[config.mk]
export PLATFORM = sky130hd
export DESIGN_NAME = data_memory_arbiter
export DESIGN_NICKNAME = d
export VERILOG_FILES = /design/src/rtl/data_memory_arbiter_pkg.sv /design/src/rtl/data_memory_arbiter_rr_arbiter_2.sv /design/src/rtl/data_memory_arbiter.sv
export SDC_FILE = /design/constraint.sdc
export NUM_CORES = 1
export LEC_CHECK = 0
export ABC_AREA = 1
export CAP_MARGIN = 20
export CORE_MARGIN = 5
export CORE_UTILIZATION = 41
export CTS_BUF_LIST = sky130_fd_sc_hd__clkbuf_4 sky130_fd_sc_hd__clkbuf_8
export CTS_CLUSTER_DIAMETER = 120
export DETAILED_ROUTE_END_ITERATION = 10
export PLACE_DENSITY_LB_ADDON = 0.2
export SYNTH_ARGS = -nofsm -noshare
export SYNTH_HDL_FRONTEND = slang
export SYNTH_SLANG_ARGS = --single-unit
[constraint.sdc]
create_clock -name clk -period 1.5 [get_ports clk]
set_input_delay 0.225 -clock clk [delete_from_list [all_inputs] [get_ports clk]]
set_output_delay 0.225 -clock clk [all_outputs]
set_load 0.05 [all_outputs]
[src/rtl/data_memory_arbiter_pkg.sv]
// Shared definitions for the two-requester data-memory arbiter:
// bus widths, refused port addresses and FSM state encoding.
package data_memory_arbiter_pkg;

   localparam int ADDR_W = 10;
   localparam int DATA_W = 8;

   localparam logic [ADDR_W-1:0] INPUT_PORT_ADDR  = 10'h3FE;
   localparam logic [ADDR_W-1:0] OUTPUT_PORT_ADDR = 10'h3FF;

   typedef enum logic [1:0] {
      ST_IDLE   = 2'd0,
      ST_ADDR   = 2'd1,
      ST_ACCESS = 2'd2,
      ST_DONE   = 2'd3
   } state_e;

   // Port addresses are reserved for the CPU; the DMA is refused there.
   function automatic logic is_port_addr(input logic [ADDR_W-1:0] addr);
      return (addr == INPUT_PORT_ADDR) || (addr == OUTPUT_PORT_ADDR);
   endfunction

endpackage

[src/rtl/data_memory_arbiter_rr_arbiter_2.sv]
// Two-way round-robin grant: a lone request always wins, a tie goes to the
// requester that was not granted last (last = index of previous grant).
module rr_arbiter_2
   import data_memory_arbiter_pkg::*;
(
   input  logic [1:0] req,
   input  logic       last,
   output logic [1:0] grant
);

   // One-hot grant decode from the request pair and the previous winner.
   always_comb begin
      grant = 2'b00;
      case (req)
         2'b01:   grant = 2'b01;
         2'b10:   grant = 2'b10;
         2'b11:   grant = last ? 2'b01 : 2'b10;
         default: grant = 2'b00;
      endcase
   end

endmodule

[src/rtl/data_memory_arbiter.sv]
// Arbitrates CPU (0) and DMA (1) access to the memory manager and sequences
// each access through IDLE -> ADDR -> ACCESS -> DONE with registered strobes.
module data_memory_arbiter #(
   parameter int ADDR_W = data_memory_arbiter_pkg::ADDR_W,
   parameter int DATA_W = data_memory_arbiter_pkg::DATA_W
) (
   input  logic              clk,
   input  logic              rst_n,
   input  logic              in_req_0,
   input  logic              in_req_1,
   input  logic              in_we_0,
   input  logic              in_we_1,
   input  logic [ADDR_W-1:0] in_addr_0,
   input  logic [ADDR_W-1:0] in_addr_1,
   input  logic [DATA_W-1:0] in_wdata_0,
   input  logic [DATA_W-1:0] in_wdata_1,
   output logic              out_ack_0,
   output logic              out_ack_1,
   output logic              out_err,
   output logic [DATA_W-1:0] out_rdata,
   output logic              out_busy,
   output logic              out_mem_addr_write_en,
   output logic              out_mem_read_en,
   output logic              out_mem_write_en,
   output logic [ADDR_W-1:0] out_mem_addr,
   output logic [DATA_W-1:0] out_mem_data,
   input  logic [DATA_W-1:0] in_mem_data
);

   import data_memory_arbiter_pkg::*;

   state_e            state_q, state_d;
   logic              last_q, last_d;
   logic              owner_q, owner_d;
   logic              we_q, we_d;
   logic [ADDR_W-1:0] mem_addr_q, mem_addr_d;
   logic [DATA_W-1:0] mem_data_q, mem_data_d;
   logic [DATA_W-1:0] rdata_q, rdata_d;
   logic              err_q, err_d;
   logic              ack_0_q, ack_0_d;
   logic              ack_1_q, ack_1_d;
   logic              busy_q, busy_d;
   logic              addr_we_q, addr_we_d;
   logic              rd_en_q, rd_en_d;
   logic              wr_en_q, wr_en_d;
   logic [1:0]        grant_s;

   rr_arbiter_2 u_rr (
      .req   ({in_req_1, in_req_0}),
      .last  (last_q),
      .grant (grant_s)
   );

   // Next-state, request latching and read-data capture.
   always_comb begin
      state_d    = state_q;
      last_d     = last_q;
      owner_d    = owner_q;
      we_d       = we_q;
      mem_addr_d = mem_addr_q;
      mem_data_d = mem_data_q;
      rdata_d    = rdata_q;
      err_d      = 1'b0;
      case (state_q)
         ST_IDLE: begin
            if (grant_s != 2'b00) begin
               owner_d    = grant_s[1];
               last_d     = grant_s[1];
               we_d       = grant_s[1] ? in_we_1    : in_we_0;
               mem_addr_d = grant_s[1] ? in_addr_1  : in_addr_0;
               mem_data_d = grant_s[1] ? in_wdata_1 : in_wdata_0;
               // A refused DMA access skips the memory phases entirely.
               if (grant_s[1] && is_port_addr(in_addr_1)) begin
                  state_d = ST_DONE;
                  err_d   = 1'b1;
               end else begin
                  state_d = ST_ADDR;
               end
            end else begin
               state_d = ST_IDLE;
            end
         end
         ST_ADDR: begin
            state_d = ST_ACCESS;
         end
         ST_ACCESS: begin
            state_d = ST_DONE;
            if (!we_q) begin
               rdata_d = in_mem_data;
            end else begin
               rdata_d = rdata_q;
            end
         end
         ST_DONE: begin
            state_d = ST_IDLE;
         end
         default: begin
            state_d = ST_IDLE;
         end
      endcase
   end

   // Output strobes are decoded from the next state so they register in step with it.
   always_comb begin
      addr_we_d = (state_d == ST_ADDR);
      rd_en_d   = (state_d == ST_ACCESS) && !we_d;
      wr_en_d   = (state_d == ST_ACCESS) && we_d;
      ack_0_d   = (state_d == ST_DONE) && !owner_d;
      ack_1_d   = (state_d == ST_DONE) && owner_d;
      busy_d    = (state_d != ST_IDLE);
   end

   // State and output registers; reset favours requester 0 on the first tie.
   always_ff @(posedge clk or negedge rst_n) begin
      if (!rst_n) begin
         state_q    <= ST_IDLE;
         last_q     <= 1'b1;
         owner_q    <= 1'b0;
         we_q       <= 1'b0;
         mem_addr_q <= '0;
         mem_data_q <= '0;
         rdata_q    <= '0;
         err_q      <= 1'b0;
         ack_0_q    <= 1'b0;
         ack_1_q    <= 1'b0;
         busy_q     <= 1'b0;
         addr_we_q  <= 1'b0;
         rd_en_q    <= 1'b0;
         wr_en_q    <= 1'b0;
      end else begin
         state_q    <= state_d;
         last_q     <= last_d;
         owner_q    <= owner_d;
         we_q       <= we_d;
         mem_addr_q <= mem_addr_d;
         mem_data_q <= mem_data_d;
         rdata_q    <= rdata_d;
         err_q      <= err_d;
         ack_0_q    <= ack_0_d;
         ack_1_q    <= ack_1_d;
         busy_q     <= busy_d;
         addr_we_q  <= addr_we_d;
         rd_en_q    <= rd_en_d;
         wr_en_q    <= wr_en_d;
      end
   end

   assign out_ack_0             = ack_0_q;
   assign out_ack_1             = ack_1_q;
   assign out_err               = err_q;
   assign out_rdata             = rdata_q;
   assign out_busy              = busy_q;
   assign out_mem_addr_write_en = addr_we_q;
   assign out_mem_read_en       = rd_en_q;
   assign out_mem_write_en      = wr_en_q;
   assign out_mem_addr          = mem_addr_q;
   assign out_mem_data          = mem_data_q;

endmodule

==> flow_summary_export.csv, run 1 <==
group,metric,value,unit
status,status,"complete, no violations",
die,core_area,4000,µm²
logic_synthesis,ys_ff_latch,38,
final_layout,area_growth,54.24,%
job,drv_cap,0,
logic_synthesis,syn_nets,233,
die,start_util,0.4238,
power_and_ir_drop,power_density,2345,nW/µm²
route,via_per_inst,4.628,
clock_network,clkTransAtPathRegs,70,ps
logic_synthesis,synthesis.area,1695,µm²
route,dr.pass1.iters,4,
die,ioPinCount,83,
grt,antenna_found_initial,0,
power_and_ir_drop,p_seq_frac,0.290,
power_and_ir_drop,switching_share,0.4930,
critical_path,endpoint_kind,"flip-flop",
clock_network,cts_buffers,5,
clock_network,htree_levels,2,
critical_path,arrival,1540,ps
route,drcViolationCount,0,
route,detail-route-antenna-nets,0,
final_layout,nets,326,
clock_network,tritoncts,"done",
timing,tightest_slew,492.3,ps
worst_hold_path,min_path_type,"in2async",
timing,hold_viol,0,
logic_synthesis,synth.distinct_cells,20,
timing,post-route-period-util,0.9179,
logic_synthesis,netlist_instances,179,
final_layout,layout-drive-gt1-share,0.2674,
route,vias,1495,
die,dieArea,5521,µm²
grt,grt_max_degree,21,
critical_path,path_max_fanout,5,
timing,period_needed,1377,ps
power_and_ir_drop,power.leakage,0.001255,µW
power_and_ir_drop,p_sw,3023,µW
clock_network,cts-root-buf,"clkbuf_8",
clock_network,cts_max_path_buffers,2,
final_layout,fin_util,0.6537,
logic_synthesis,synth_warnings,0,
grt,grt_pass1_vias,1496,
clock_network,clk_latency,280,ps
timing,fin_skew,5.279,ps
critical_path,critPathRequiredTime,1670,ps
timing,fmax,726.3,MHz
route,routedWlPerCell,13.34,µm
timing,slew_violations,0,
power_and_ir_drop,power,6132,µW
timing,setup_viol,0,
critical_path,worstSetupPathType,"reg2reg",
place,dp_hpwl,3395,µm
final_layout,final_common_cell,"clkdlybuf4s50_1",
power_and_ir_drop,p_comb_frac,0.599,
place,gp_congestion,0.7618,
critical_path,critPathLaunchType,"flip-flop",
route,wl,4309,µm
die,die_h,74.31,µm
clock_network,cts.sink_count,38,
timing,rsz0062_at_grt,"false",
place,port_buffers,82,
power_and_ir_drop,power_frac_clock,0.111,
power_and_ir_drop,ir_drop,1132,µV
final_layout,layout_common_cells,"clkdlybuf4s50_1 (48), buf_4 (41), dfrtp_1 (37)",
logic_synthesis,ys_seq_area_frac,0.5616,
grt,grt_first_pass_wirelength,6913,µm
logic_synthesis,syn_area_per_cell,9.471,µm²
timing,slew_headroom,0.6718,
critical_path,rrSetupSlack,120,ps
die,num_rows,23,
final_layout,n_antenna_cell,0,
power_and_ir_drop,internal_power,3109,µW
route,first_iter_violations,59,
grt,grt_use_total,0.1685,
grt,overflow,0,
die,die_w,74.31,µm
==> repair_timing <==
item	CTS	global route
setup endpoints to repair	0	27
resized for setup	0	8
buffers inserted	0	0
hold endpoints to repair	17	0
hold buffers	1	0
==> cell usage after synthesis (all sizes together) <==
| cell type | count | area share |
|---|---|---|
| inv | 15 | 0.033 |
| nand3 | 2 | 0.0059 |
| dfrtp | 37 | 0.55 |
| nand2 | 35 | 0.080 |
| o21ai | 37 | 0.11 |
| nor2 | 30 | 0.072 |
| ha | 4 | 0.030 |
| dfstp | 1 | 0.016 |
| buf | 7 | 0.039 |
| a31oi | 1 | 0.0037 |
| or2 | 1 | 0.0037 |
| mux2 | 8 | 0.053 |
| and2 | 1 | 0.0037 |
==> worst paths after layout <==
path                                      start                     endpoint  depth (start not counted)
max reg2reg                state_q[1]$_DFF_PN0_  out_mem_addr[6]$_DFFE_PN0P_                          8
max                        state_q[1]$_DFF_PN0_  out_mem_addr[6]$_DFFE_PN0P_                          8
max in group asynchronous                 rst_n            out_err$_DFF_PN0_                          3
min                                       rst_n  out_mem_data[0]$_DFFE_PN0P_                          2
min reg2reg                  last_q$_DFFE_PN1P_           last_q$_DFFE_PN1P_                          2
min in group clk             last_q$_DFFE_PN1P_           last_q$_DFFE_PN1P_                          2
==> critical path, stage by stage, from the launching register on <==
cell	delay, ps
dfrtp_1	400
inv_2	80
ha_1	150
inv_1	90
nor2_4	150
inv_2	90
buf_4	160
nand2_1	70
o21ai_1	70
==> final cells by class <==
class                      instances  area [µm²]
timing repair buffer              93       834.6
sequential                        38       952.2
fill                             345        1385
clock inverter                     2       10.01
multi-input combinational        119       623.1
tap                               50       62.56
clock buffer                       6       76.32
inverter                          15       56.30
==> metrics by stage <==
step	std cells	setup WS (ps)	TNS (ps)	cell area, µm²	hold WS [ps]
6_report	323	123.2	0	2615	428.0
4_1_cts	323	47.08	0	2609	440.2
3_3_place_gp	314	24.05	0	2512	208.6
5_1_grt	323	1.059	0	2615	468.0
3_5_place_dp	314	-9.719	-9.719	2512	214.0
2_1_floorplan	179	195.8	0	1695	-70.59
==> power groups by stage <==
stage / clock (µW) / sequential, µW / combinational [µW]
5_1_grt: 751 / 1840 / 3940
2_1_floorplan: 0 / 3230 / 1060
3_3_place_gp: 0 / 1780 / 3610
6_report: 679 / 1780 / 3680
4_1_cts: 705 / 1780 / 3690
3_5_place_dp: 0 / 1780 / 3690
==> sequential cells by signal (all words and copies together), names as in the netlist <==
| name | count |
|---|---|
| last_q | 1 |
| out_mem_addr | 10 |
| out_mem_addr_write_en | 1 |
| out_rdata | 8 |
| out_mem_read_en | 1 |
| state_q | 2 |
| out_mem_data | 8 |
| out_ack_0 | 1 |
| out_mem_write_en | 1 |
| owner_q | 1 |
| out_ack_1 | 1 |
| out_busy | 1 |
| we_q | 1 |
| out_err | 1 |
==> layer usage <==
layer  wire [µm]  vias up  share of wire  global-route usage
met4          59        0          0.014             0.05336
met3         434        6           0.10             0.05811
met5           0        -              0                   0
met1        1763      677           0.41              0.2127
met2        2052       58           0.48              0.2736
li1            -      754              -                   -
==> logic make-up after synthesis <==
group	after synthesis	share of synthesized area
flops	38	0.5616
mux	8	0.05314
simple gates	69	0.1661
compound gates	38	0.1173
fa+ha+maj	4	0.02952
buf+inv	22	0.07233
Power figures use the tool's default switching activity.
==> run 2, diff against run 1 <==
--- a/config.mk
+++ b/config.mk
@@ -8,11 +8,12 @@
 export ABC_AREA = 1
 export CAP_MARGIN = 20
 export CORE_MARGIN = 5
-export CORE_UTILIZATION = 41
+export CORE_UTILIZATION = 42
 export CTS_BUF_LIST = sky130_fd_sc_hd__clkbuf_4 sky130_fd_sc_hd__clkbuf_8
 export CTS_CLUSTER_DIAMETER = 120
 export DETAILED_ROUTE_END_ITERATION = 10
 export PLACE_DENSITY_LB_ADDON = 0.2
 export SYNTH_ARGS = -nofsm -noshare
 export SYNTH_HDL_FRONTEND = slang
+export SYNTH_HIERARCHICAL = 1
 export SYNTH_SLANG_ARGS = --single-unit
==> flow_summary_export.csv, run 2 <==
group,metric,value,unit
status,status,"complete, no violations",
power_and_ir_drop,p_seq_frac,0.283,
clock_network,tritoncts,"done",
final_layout,fillers,368,
timing,hold_viol,0,
final_layout,nets,341,
critical_path,path_max_fanout,23,
route,first_iter_violations,83,
critical_path,rrSetupSlack,90,ps
route,via_per_inst,4.422,
clock_network,cts_buffers,5,
die,num_rows,23,
timing,fmax,707.5,MHz
route,dr.pass1.iters,4,
power_and_ir_drop,internal_power,3223,µW
power_and_ir_drop,power,6157,µW
grt,antenna_found_initial,0,
final_layout,area_growth,55.92,%
final_layout,layout_common_cells,"nand2_1 (54), clkdlybuf4s50_1 (48), buf_4 (38)",
critical_path,rr_startpoint,"last_q$_DFFE_PN1P_",
timing,slew_violations,0,
job,drv_cap,0,
clock_network,cts_max_path_buffers,2,
logic_synthesis,synth_warnings,6,
critical_path,r2r-end,"out_mem_data[0]$_DFFE_PN0P_",
logic_synthesis,synth-main-ff-cell,"dfrtp_1",
logic_synthesis,yosysMostFrequentCell,"nand2_1",
place,dpl.cell_count,330,
critical_path,arrival,1570,ps
grt,grt_pass1_vias,1473,
power_and_ir_drop,switching_share,0.4765,
timing,rsz0062_at_grt,"true",
power_and_ir_drop,power_frac_clock,0.135,
timing,fin_skew,2.323,ps
clock_network,cts.sink_count,38,
power_and_ir_drop,power.leakage,0.001363,µW
die,die_w,74.26,µm
die,start_util,0.4335,
logic_synthesis,synthesis.area,1734,µm²
critical_path,endpoint_kind,"flip-flop",
die,die_h,74.26,µm
place,port_buffers,82,
logic_synthesis,postSynth.asyncResetShare,1.000,
timing,post-route-period-util,0.9422,
critical_path,worstSetupPathType,"reg2reg",
clock_network,cts-root-buf,"clkbuf_8",
logic_synthesis,ys_seq_area_frac,0.5491,
logic_synthesis,ys_top_cells_by_count,"nand2_1 (55), dfrtp_1 (37), o21ai_0 (37), inv_1 (27), mux2_2 (8)",
logic_synthesis,ys_ff_latch,38,
logic_synthesis,synth.distinct_cells,18,
route,detail-route-antenna-nets,0,
timing,tightest_slew,368.4,ps
place,dp_hpwl,3171,µm
logic_synthesis,synth_area_leaders,"dfrtp_1 (53%), nand2_1 (12%), o21ai_0 (11%)",
die,dieArea,5514,µm²
final_layout,n_antenna_cell,0,
timing,period_needed,1413,ps
power_and_ir_drop,p_comb_frac,0.582,
critical_path,critPathLaunch,"last_q$_DFFE_PN1P_",
die,core_area,4000,µm²
route,drcViolationCount,0,
route,routedWlPerCell,11.99,µm
grt,grt_max_degree,25,
logic_synthesis,synth_top_area_share,0.5339,
logic_synthesis,syn_nets,251,
power_and_ir_drop,power_density,2277,nW/µm²
critical_path,r2r.worst_path.cells,8,
final_layout,largest_reg_flops,10,
route,vias,1499,
final_layout,final_common_cell,"nand2_1",
clock_network,htree_levels,2,
power_and_ir_drop,ir_drop,1406,µV
final_layout,layout-drive-gt1-share,0.2457,
timing,hold_ws,383.0,ps
clock_network,clkTransAtPathRegs,70,ps
logic_synthesis,synth_area_leader_cell,"dfrtp_1",
timing,setup_viol,0,
timing,fin_tns_setup,0,ps
grt,grt_first_pass_wirelength,6658,µm
grt,grt_use_total,0.1597,
route,wl,4063,µm
power_and_ir_drop,p_sw,2934,µW
grt,overflow,0,
worst_hold_path,min_path_type,"in2async",
logic_synthesis,synth_edf_count,0,
critical_path,critPathLaunchType,"flip-flop",
place,gp_congestion,0.7290,
final_layout,fin_util,0.6759,
critical_path,critPathRequiredTime,1660,ps
timing,slew_headroom,0.7544,
die,ioPinCount,83,
clock_network,cts_setup_buffers,0,
final_layout,fin_cells,339,
logic_synthesis,netlist_instances,198,
logic_synthesis,syn_area_per_cell,8.758,µm²
clock_network,clk_latency,280,ps
run 2: changes by cell type after synthesis, sizes merged, moves of 3 or more:
cell | before | now
inv | 15 | 30
nand3 | 2 | 5
nand2 | 35 | 56
clkbuf | 0 | 4
nor2 | 30 | 10
buf | 7 | 4
run 2: worst max-delay path by stage:
| stage | slack, ps | endpoint | cells past startpoint |
|---|---|---|---|
| after floorplan | 130 | out_mem_addr[9]$_DFFE_PN0P_ | 8 |
| after global placement | -130 | out_mem_addr_write_en$_DFF_PN0_ | 11 |
| after detailed placement | -160 | out_mem_addr_write_en$_DFF_PN0_ | 11 |
| after CTS | 80 | out_mem_data[0]$_DFFE_PN0P_ | 8 |
| after global routing | -20 | out_mem_data[4]$_DFFE_PN0P_ | 8 |
| final | 90 | out_mem_data[0]$_DFFE_PN0P_ | 8 |
run 2: through the flow:
step	cell area [µm²]	worst slack (ps)
after floorplan	1734	133.9
after global placement	2577	-126.1
after detailed placement	2577	-159.2
after CTS	2696	81.51
after global routing	2704	-23.22
final	2704	86.65
run 2: per-layer routing:
metal	up-vias	global-route usage	routed length (µm)
met5	-	0	0
met4	0	0.05138	63
met3	7	0.05676	368
met2	48	0.2776	1943
met1	648	0.1843	1687
li1	796	-	-
run 2: layout make-up:
cell class	instances	area (µm²)	share of cell area
timing repair buffer	91	840.8	0.3110
clock inverter	3	40.04	0.01481
clock buffer	5	68.82	0.02545
multi-input combinational	122	626.9	0.2318
sequential	38	952.2	0.3522
inverter	30	112.6	0.04165
tap	50	62.56	0.02314
run 2: cell families (layout without fill, tap and decap cells):
kind of cell             after synthesis  count (layout)  synth area share
AND/OR/NAND/NOR                       72              72            0.1667
AO/OA/AOI/OAI                         39              39            0.1147
flip-flops                            38              38            0.5491
buffers and inverters                 38             129           0.09595
multiplexers                           8               8           0.05195
adder cells (fa/ha/maj)                3               3           0.02165
run 2: what timing repair did:
action / CTS / global route
endpoints found under the setup margin: 0 / 12
resized for setup: 0 / 5
hold buffers: 1 / 0
hold endpoints to repair: 13 / 0
run 2: power groups by stage:
stage                     clock, µW  combinational (µW)  sequential [µW]
after floorplan                   0                 996             3170
after global placement            0                3540             1750
after detailed placement          0                3580             1770
after CTS                       859                3590             1750
after global routing            903                3880             1810
final                           830                3580             1740
run 2: critical path, cell delays in order (launching register included):
cell and delay [ps]:
dfstp_2 560, nand3_1 80, nand2_1 80, nor2_2 50, nor2_2 120, inv_2 100
buf_12 160, nand2_1 50, o21ai_0 80
==> edit (flow settings as in run 2) <==
Change the package constant `ADDR_W` from 10 to 11.
--- a/src/rtl/data_memory_arbiter_pkg.sv
+++ b/src/rtl/data_memory_arbiter_pkg.sv
@@ -2,7 +2,7 @@
 // bus widths, refused port addresses and FSM state encoding.
 package data_memory_arbiter_pkg;
 
-   localparam int ADDR_W = 10;
+   localparam int ADDR_W = 11;
    localparam int DATA_W = 8;
 
    localparam logic [ADDR_W-1:0] INPUT_PORT_ADDR  = 10'h3FE;
Interface: changed (resized in_addr_0, in_addr_1 and out_mem_addr); port bits go from 83 to 86. The function was not compared with the original's and may differ.
==> edit against run 2 <==
Sequential cell count up 1. Cell area up 6.7%. Critical path type is now in -> reg. Combinational power grew 6.1%. Sequential share of layout area is 1.3 points lower. Area after synthesis increased by 4.9%. Fmax fell by 0.36%. Critical endpoint is now out_ack_1$_DFF_PN0_. Wire length increased by 19%. Total power grew 2.9%. Worst setup slack got worse by 0.0051 ns.
==> edit: results <==
[yosys]
synth_compound_area_share_pct = 11.76
synth_nets = 266
synth_mux_area_share_pct = 4.952
synth_cell_type_count = 23
yosys-top-cells-count = nand2_1, dfrtp_1, inv_1
synth_adder_area_share_pct = 2.751
yosysSeqAreaShare_pct = 53.71
syn-instance-count = 210
synth_area_leaders = dfrtp_1, nand2_1, o21ai_0, inv_1, mux2_2

[power_and_ir_drop]
power.internal_mw = 3.237
pwr-share-comb_pct = 59.9
p_leak_nw = 1.435
switching_share_pct = 48.92
power_clock_mw = 0.737

[drt]
wirelength_um = 4839
firstDrtPassIters = 6
wl_met3_um = 442
viasPerCell = 4.650
wl_met1_um = 1897
wl_met2_um = 2480

[place]
post-dp-hpwl_um = 3740
place_area_um2 = 2748
pre_cts_slack_ns = -0.2352
gp_congestion = 0.7876
io_buffers = 85
placed_cells = 351

[final_layout]
fin_nets = 363
drive_gt1_share_pct = 24.35
largest_reg_flops = 11
fill_cells = 342

[worst_setup_path]
worstRegToRegCells = 6
worstPathMaxFanout = 5
slowest_stage = clkdlybuf4s50_1
r2r-end = out_mem_write_en$_DFF_PN0_
crit_start = in_req_1
slowest_delay_ns = 0.50
critical-path-top-delay-family = buffers and inverters

[global_routing]
use_met2_pct = 28.52
grt_pass1_wl_um = 7279
use_met1_pct = 21.53
grt_pass1_vias = 1558
grtUsageMet3_pct = 4.222
grt_max_degree = 36
track_usage_pct = 16.93

[timing]
max_slew_margin_pct = 76.71
hold_slack_ns = 0.3922
skew_ns = 0.007748

[status]
outcome = finished, final reports clean
edit: layout make-up:
cell class / count / share of cell area (%)
multi-input cells: 133 / 24.95
flip-flops and latches: 39 / 33.88
inverters: 30 / 3.905
clock inverters: 1 / 0.1735
repair buffers: 98 / 31.71
well taps: 52 / 2.256
clock buffers: 7 / 3.124
edit: cells by family (layout without fill, tap and decap cells):
family	count (synthesis)	count (layout)
multiplexers	8	8
AO/OA/AOI/OAI	42	42
flip-flops	39	39
AND/OR/NAND/NOR	79	79
buffers and inverters	38	136
adder cells (fa/ha/maj)	4	4
edit: how the worst max path moves through the flow:
stage / endpoint / slack, ns
finish: out_ack_1$_DFF_PN0_ / 0.08
global route: out_mem_write_en$_DFF_PN0_ / -0.01
CTS: out_ack_0$_DFF_PN0_ / 0.02
detailed placement: out_ack_0$_DFF_PN0_ / -0.24
global placement: out_ack_0$_DFF_PN0_ / -0.20
floorplan: out_mem_addr[10]$_DFFE_PN0P_ / 0.04
